**src/rtl/frame_mem_arbiter.sv**
```systemverilog
`default_nettype none
// ============================================================================
// frame_mem_arbiter: shares one frame SRAM between a capture write FIFO and a reader.
// Revision: 1.0
// ============================================================================
module frame_mem_arbiter #(
  parameter int ADDR_W      = 20,
  parameter int DATA_W      = 16,
  parameter int WFIFO_DEPTH = 4,
  parameter int READ_LAT    = 2,
  parameter int MAX_RD_WAIT = 8
) (
  input  logic                           iCLK,
  input  logic                           iRST,
  input  logic                           iWrWE,
  input  logic [ADDR_W-1:0]              iWrAddr,
  input  logic [DATA_W-1:0]              iWrData,
  input  logic                           iRdReq,
  input  logic [ADDR_W-1:0]              iRdAddr,
  output logic                           oRdAck,
  output logic                           oRdValid,
  output logic [DATA_W-1:0]              oRdData,
  output logic [ADDR_W-1:0]              oSramAddr,
  output logic [DATA_W-1:0]              oSramData,
  output logic                           oSramWE,
  output logic                           oSramOE,
  input  logic [DATA_W-1:0]              iSramData,
  output logic                           oWrOverflow,
  output logic                           oBusy,
  output logic [$clog2(WFIFO_DEPTH):0]   oFifoCount
);

  localparam int PTR_W  = $clog2(WFIFO_DEPTH);
  localparam int CNT_W  = PTR_W + 1;
  localparam int WAIT_W = $clog2(MAX_RD_WAIT + 1);
  localparam int ENT_W  = ADDR_W + DATA_W;
  localparam logic [CNT_W-1:0]  FULL_CNT = CNT_W'(WFIFO_DEPTH);
  localparam logic [WAIT_W-1:0] WAIT_MAX = WAIT_W'(MAX_RD_WAIT);

  // Encoding chosen so bit 0 drives WE and bit 1 drives OE straight from the flop.
  typedef enum logic [1:0] {
    ST_IDLE  = 2'b00,
    ST_WRITE = 2'b01,
    ST_READ  = 2'b10
  } state_t;

  state_t                state_q, state_d;
  logic [ENT_W-1:0]      fifo_q [WFIFO_DEPTH];
  logic [ENT_W-1:0]      fifo_d [WFIFO_DEPTH];
  logic [PTR_W-1:0]      wr_ptr_q, wr_ptr_d;
  logic [PTR_W-1:0]      rd_ptr_q, rd_ptr_d;
  logic [CNT_W-1:0]      count_q, count_d;
  logic [WAIT_W-1:0]     wait_q, wait_d;
  logic [READ_LAT-1:0]   rd_pipe_q, rd_pipe_d;
  logic                  rd_valid_q, rd_valid_d;
  logic [DATA_W-1:0]     rd_data_q, rd_data_d;
  logic [ADDR_W-1:0]     sram_addr_q, sram_addr_d;
  logic [DATA_W-1:0]     sram_data_q, sram_data_d;
  logic                  overflow_q, overflow_d;

  logic                  forced_rd;
  logic                  rd_issue;
  logic                  pop;
  logic                  push;
  logic [ENT_W-1:0]      head;

  always_comb begin
    head      = fifo_q[rd_ptr_q];
    forced_rd = iRdReq && (wait_q >= WAIT_MAX);

    if (forced_rd)                 state_d = ST_READ;
    else if (count_q != '0)        state_d = ST_WRITE;
    else if (iRdReq)               state_d = ST_READ;
    else                           state_d = ST_IDLE;

    rd_issue = (state_d == ST_READ) && !iRST;
    pop      = (state_d == ST_WRITE);
    // A full FIFO still accepts when the head leaves in the same cycle.
    push     = iWrWE && ((count_q != FULL_CNT) || pop);

    fifo_d   = fifo_q;
    wr_ptr_d = wr_ptr_q;
    if (push) begin
      fifo_d[wr_ptr_q] = {iWrAddr, iWrData};
      wr_ptr_d         = wr_ptr_q + PTR_W'(1);
    end
    rd_ptr_d   = pop ? rd_ptr_q + PTR_W'(1) : rd_ptr_q;
    count_d    = count_q + CNT_W'(push) - CNT_W'(pop);
    overflow_d = overflow_q || (iWrWE && !push);

    if (!iRdReq || rd_issue)       wait_d = '0;
    else if (wait_q != WAIT_MAX)   wait_d = wait_q + WAIT_W'(1);
    else                           wait_d = wait_q;

    sram_addr_d = sram_addr_q;
    sram_data_d = sram_data_q;
    if (state_d == ST_WRITE) begin
      sram_addr_d = head[ENT_W-1:DATA_W];
      sram_data_d = head[DATA_W-1:0];
    end else if (state_d == ST_READ) begin
      sram_addr_d = iRdAddr;
    end

    rd_pipe_d    = rd_pipe_q << 1;
    rd_pipe_d[0] = rd_issue;
    rd_valid_d   = rd_pipe_q[READ_LAT-1];
    rd_data_d    = rd_pipe_q[READ_LAT-1] ? iSramData : rd_data_q;
  end

  always_ff @(posedge iCLK) begin
    fifo_q <= fifo_d;
    if (iRST) begin
      state_q     <= ST_IDLE;
      wr_ptr_q    <= '0;
      rd_ptr_q    <= '0;
      count_q     <= '0;
      wait_q      <= '0;
      rd_pipe_q   <= '0;
      rd_valid_q  <= 1'b0;
      rd_data_q   <= '0;
      sram_addr_q <= '0;
      sram_data_q <= '0;
      overflow_q  <= 1'b0;
    end else begin
      state_q     <= state_d;
      wr_ptr_q    <= wr_ptr_d;
      rd_ptr_q    <= rd_ptr_d;
      count_q     <= count_d;
      wait_q      <= wait_d;
      rd_pipe_q   <= rd_pipe_d;
      rd_valid_q  <= rd_valid_d;
      rd_data_q   <= rd_data_d;
      sram_addr_q <= sram_addr_d;
      sram_data_q <= sram_data_d;
      overflow_q  <= overflow_d;
    end
  end

  assign oRdAck      = rd_issue;
  assign oRdValid    = rd_valid_q;
  assign oRdData     = rd_data_q;
  assign oSramAddr   = sram_addr_q;
  assign oSramData   = sram_data_q;
  assign oSramWE     = state_q[0];
  assign oSramOE     = state_q[1];
  assign oWrOverflow = overflow_q;
  assign oFifoCount  = count_q;
  assign oBusy       = (count_q != '0) || (|rd_pipe_q) || rd_valid_q;

endmodule
`default_nettype wire
```
**config.mk**
```make
export PLATFORM = sky130hd
export DESIGN_NAME = frame_mem_arbiter
export DESIGN_NICKNAME = d
export VERILOG_FILES = /design/src/rtl/frame_mem_arbiter.sv
export SDC_FILE = /design/constraint.sdc
export NUM_CORES = 1
export LEC_CHECK = 0
export BUFFER_PORTS_ARGS = -buffer_cell sky130_fd_sc_hd__buf_2
export CAP_MARGIN = 5
export CELL_PAD_IN_SITES_DETAIL_PLACEMENT = 1
export CELL_PAD_IN_SITES_GLOBAL_PLACEMENT = 1
export CORE_MARGIN = 2
export CORE_UTILIZATION = 50
export DETAILED_ROUTE_END_ITERATION = 16
export PLACE_DENSITY = 0.82
export SYNTH_ARGS = -nofsm -noshare
export SYNTH_HDL_FRONTEND = slang
export SYNTH_SLANG_ARGS = --single-unit
```
**constraint.sdc**
```tcl
create_clock -name iCLK -period 5.7 [get_ports iCLK]
set_input_delay 0.285 -clock iCLK [delete_from_list [all_inputs] [get_ports iCLK]]
set_output_delay 0.285 -clock iCLK [all_outputs]
set_load 0.01 [all_outputs]
```
==> summary.md <==
| Metric | Value |
|---|---|
| Clock skew | `0.0195 ns` |
| Reg area | `5710 sq um` |
| Share of cells above drive strength 1 | `27.0%` |
| GP Congestion | `0.742` |
| Synth Instances | `556` |
| CP Data Required Time | `6.06 ns` |
| Hold Crit Depth | `1` |
| Detailed Route WL | `19300 um` |
| # DRC | `0` |
| Num ports | `137` |
| Critical path arrival | `4.02 ns` |
| FMAX | `273 MHz` |
| Vias in the first global route | `5484` |
| Final Instance Area | `9900 sq um` |
| Total gr overflow | `0` |
| Clk_lat worst skew | `0.50 ns` |
| YS warnings | `0` |
| GR Util All Layers | `22.1%` |
| Largest net degree at the start of global routing | `68` |
| Crit path kind | `register to register` |
| Core Rows | `46` |
| Worst Hold End | `fifo_q[68]` |
| Pwr dens | `481 nW/um^2` |
| EDFF count, synth | `144` |
| Seq/Total Area, Yosys | `69.2%` |
| Netlist cell types | `36` |
| Clock-pin slew on the worst setup and hold paths | `0.06 ns` |
| Worst slew pin tran | `1.06 ns` |
| Worst hold-check path type | `primary input to register` |
| Cell area after synthesis | `8240 sq um` |
| Initial DRC Count | `359` |
| CTS H-tree lvls | `1` |
| Status | `completed` |
| Post-DP Area | `9010 sq um` |
| Crit path max-delay cell type | `nor4b_1` |
| Max-slew headroom | `29.3%` |
| Startpoint types | `register` |
| Die ar. | `17500 sq um` |
| Nets@finish | `792` |
| Ys async rst share | `0%` |
| Final period demand of the worst path | `3.67 ns` |
| Max stage delay on crit path | `0.67 ns` |
| Worst Hold Launch | `iWrAddr[16]` |
| Initial antenna violation count | `0` |
| Drt pass-1 iters | `7` |
| Clk root buf | `clkbuf_16` |
| Syn Nets | `643` |
| RSZ-0062 raised after global routing | `false` |
| Via density | `5.42` |
| Area occupied by multi-input gates | `2140 sq um` |
| Flop-to-flop setup slack | `2.03 ns` |
| TritonCTS clock tree | `yes` |
| Num CTS Buffers | `23` |
| Chip width | `132 um` |
| Cell Chain, Critical Path | `nor3_1 > a21o_1 > inv_1 > ha_2 > buf_4 > nor4b_1 > nor2_1 > inv_1 > ha_1 > inv_1 > ha_1 > fa_1 > xnor2_1 > xnor2_1 > nor2_1` |
| RR Startpoint | `oFifoCount[1]` |
| Number of buffers added on ports | `136` |
| Initial Util | `51.5%` |
| Layout Utilization | `61.9%` |
| Crit end category | `register` |
| Max Transition Viols Final | `0` |
| Remaining antenna violation count | `0` |
| Leakage power | `3.84 nW` |
| Max cap viols | `0` |
| Final Power | `4.76 mW` |
| R2R cell count | `15` |
| Setup TNS | `0 ns` |
| Reg2reg end | `oFifoCount[2]` |
| Main flop type after synthesis | `edfxtp_1` |
| Post-DP HPWL | `11500 um` |
| Core ar. | `16000 sq um` |
| CP Max Fanout | `43` |
| CTS sink count | `213` |
| Final setup violation count | `0` |
| Top cell by count, worst path | `inv_1` |
| CTS Buffer Depth | `3` |
| Avg Cell Area, Syn | `14.8 sq um` |
| WL per Instance | `20.6 um` |
| Ant diodes | `0` |
| Synth Register Bits | `213` |
| Die height | `132 um` |
| Vias | `5075` |
| Final period util | `64.3%` |
| # fillers | `1566` |
| Final number of hold-violating endpoints | `0` |
| P&R area growth vs syn | `20.1%` |
| First-pass GRT wire length | `30200 um` |
| Worst VDD drop | `0.000281 V` |
[Yosys cell counts, types with 2 or more instances]
cell type	n	area, sq um
a21oi_1	24	120
and3_1	4	25.0
buf_1	3	11.3
buf_12	2	40.0
buf_2	6	30.0
buf_4	2	15.0
buf_6	3	33.8
buf_8	2	30.0
clkbuf_1	10	37.5
clkbuf_4	2	15.0
dfxtp_1	69	1380
edfxtp_1	144	4320
ha_1	10	125
inv_1	50	188
mux2i_1	73	731
mux4_2	15	338
nand2_1	5	18.8
nand2b_1	2	12.5
nand3_1	3	15.0
nand3b_1	2	15.0
nor2_1	61	229
nor2b_1	6	37.5
nor3_1	2	10.0
o21ai_0	2	10.0
o22ai_1	20	125
o31a_1	20	175
xnor2_1	4	35.0
xor2_1	2	17.5
[power breakdown]
part	internal, mW	switching (mW)	leakage (nW)
clock	0.874	0.570	0.362
combinational	0.542	0.691	1.59
sequential	1.88	0.203	1.89
total	3.30	1.46	3.84
[registers in the layout, indices dropped and copies added (netlist names)]
signal and flops:
oSramData 16, rd_pipe_q 2, state_q 2, fifo_q 144
oRdData 16, wait_q 4, oRdValid 1, oWrOverflow 1
oFifoCount 3, wr_ptr_q 2, rd_ptr_q 2, oSramAddr 20
[cell usage in the layout, fill, tap and decap left out, types with 2 or more instances in the layout]
| cell | count |
|---|---|
| buf_2 | 136 |
| buf_4 | 3 |
| o31a_1 | 20 |
| ha_1 | 9 |
| a21oi_1 | 24 |
| nand2b_1 | 2 |
| dfxtp_1 | 68 |
| dlygate4sd3_1 | 15 |
| nor3_1 | 2 |
| mux2i_1 | 73 |
| clkbuf_16 | 23 |
| nor2b_1 | 6 |
| clkinv_2 | 4 |
| inv_1 | 50 |
| xnor2_1 | 4 |
| nor2_1 | 61 |
| bufinv_16 | 2 |
| xor2_1 | 2 |
| clkbuf_1 | 6 |
| nand3_1 | 3 |
| mux4_2 | 15 |
| edfxtp_1 | 144 |
| nand3b_1 | 2 |
| o21ai_0 | 2 |
| nand2_1 | 5 |
| o22ai_1 | 20 |
| and3_2 | 4 |
| clkbuf_8 | 3 |
[logic make-up after synthesis]
logic type                 synth area share (%)
DFF                                        69.2
adders and majority gates                  1.76
and+or+nand+nor                            4.90
xor gates and xnor gates                  0.638
AOI/OAI and AO/OA                          5.31
buffers and inverters                      4.86
muxes                                      13.3
[routing by layer]
metal  wire length, um  global-route usage (%)
met5                 0                       0
met4               403                    7.77
met3              1140                    3.88
met2              9890                    38.6
met1              7890                    27.9
[critical path, delay by kind of cell (launching register included)]
| kind | cells | cell delay [ns] |
|---|---|---|
| and+or+nand+nor | 4 | 1.16 |
| DFF | 1 | 0.37 |
| adders and majority gates | 4 | 0.88 |
| buffers and inverters | 4 | 0.54 |
| xor gates and xnor gates | 2 | 0.36 |
| AOI/OAI and AO/OA | 1 | 0.22 |
[metrics by stage]
| step | hold WS, ns | setup WS [ns] | std cells |
|---|---|---|---|
| after floorplan | 0.384 | 2.88 | 556 |
| after global routing | 0.00133 | 1.75 | 937 |
| after detailed placement | 0.465 | 2.06 | 881 |
| after global placement | 0.451 | 2.42 | 881 |
| after CTS | 0.000348 | 2.07 | 935 |
| final | 0.0152 | 2.03 | 937 |
[worst max-delay path by stage]
| stage | from | endpoint | slack [ns] | cells past startpoint |
|---|---|---|---|---|
| after CTS | oFifoCount[0] | oFifoCount[2] | 2.07 | 15 |
| after global routing | oFifoCount[1] | oFifoCount[2] | 1.75 | 15 |
| after floorplan | oFifoCount[1] | oFifoCount[2] | 2.88 | 14 |
| after detailed placement | oFifoCount[1] | oFifoCount[2] | 2.06 | 15 |
| after global placement | oFifoCount[1] | oFifoCount[2] | 2.42 | 15 |
| final | oFifoCount[1] | oFifoCount[2] | 2.03 | 15 |
[cell type report]
class,instances,area share [%]
clock buffers,33,6.51
clock inverters,8,0.923
inverters,50,1.90
multi-input cells,263,21.6
flip-flops and latches,213,57.7
well taps,216,2.73
repair buffers,154,8.62
[what timing repair did]
action,CTS,global route
hold endpoints to repair,48,6
hold buffers,13,2
gates resized for setup,0,0
setup endpoints to repair,0,0
setup buffers,0,0
Note: power is estimated with default switching activity, not from simulation.
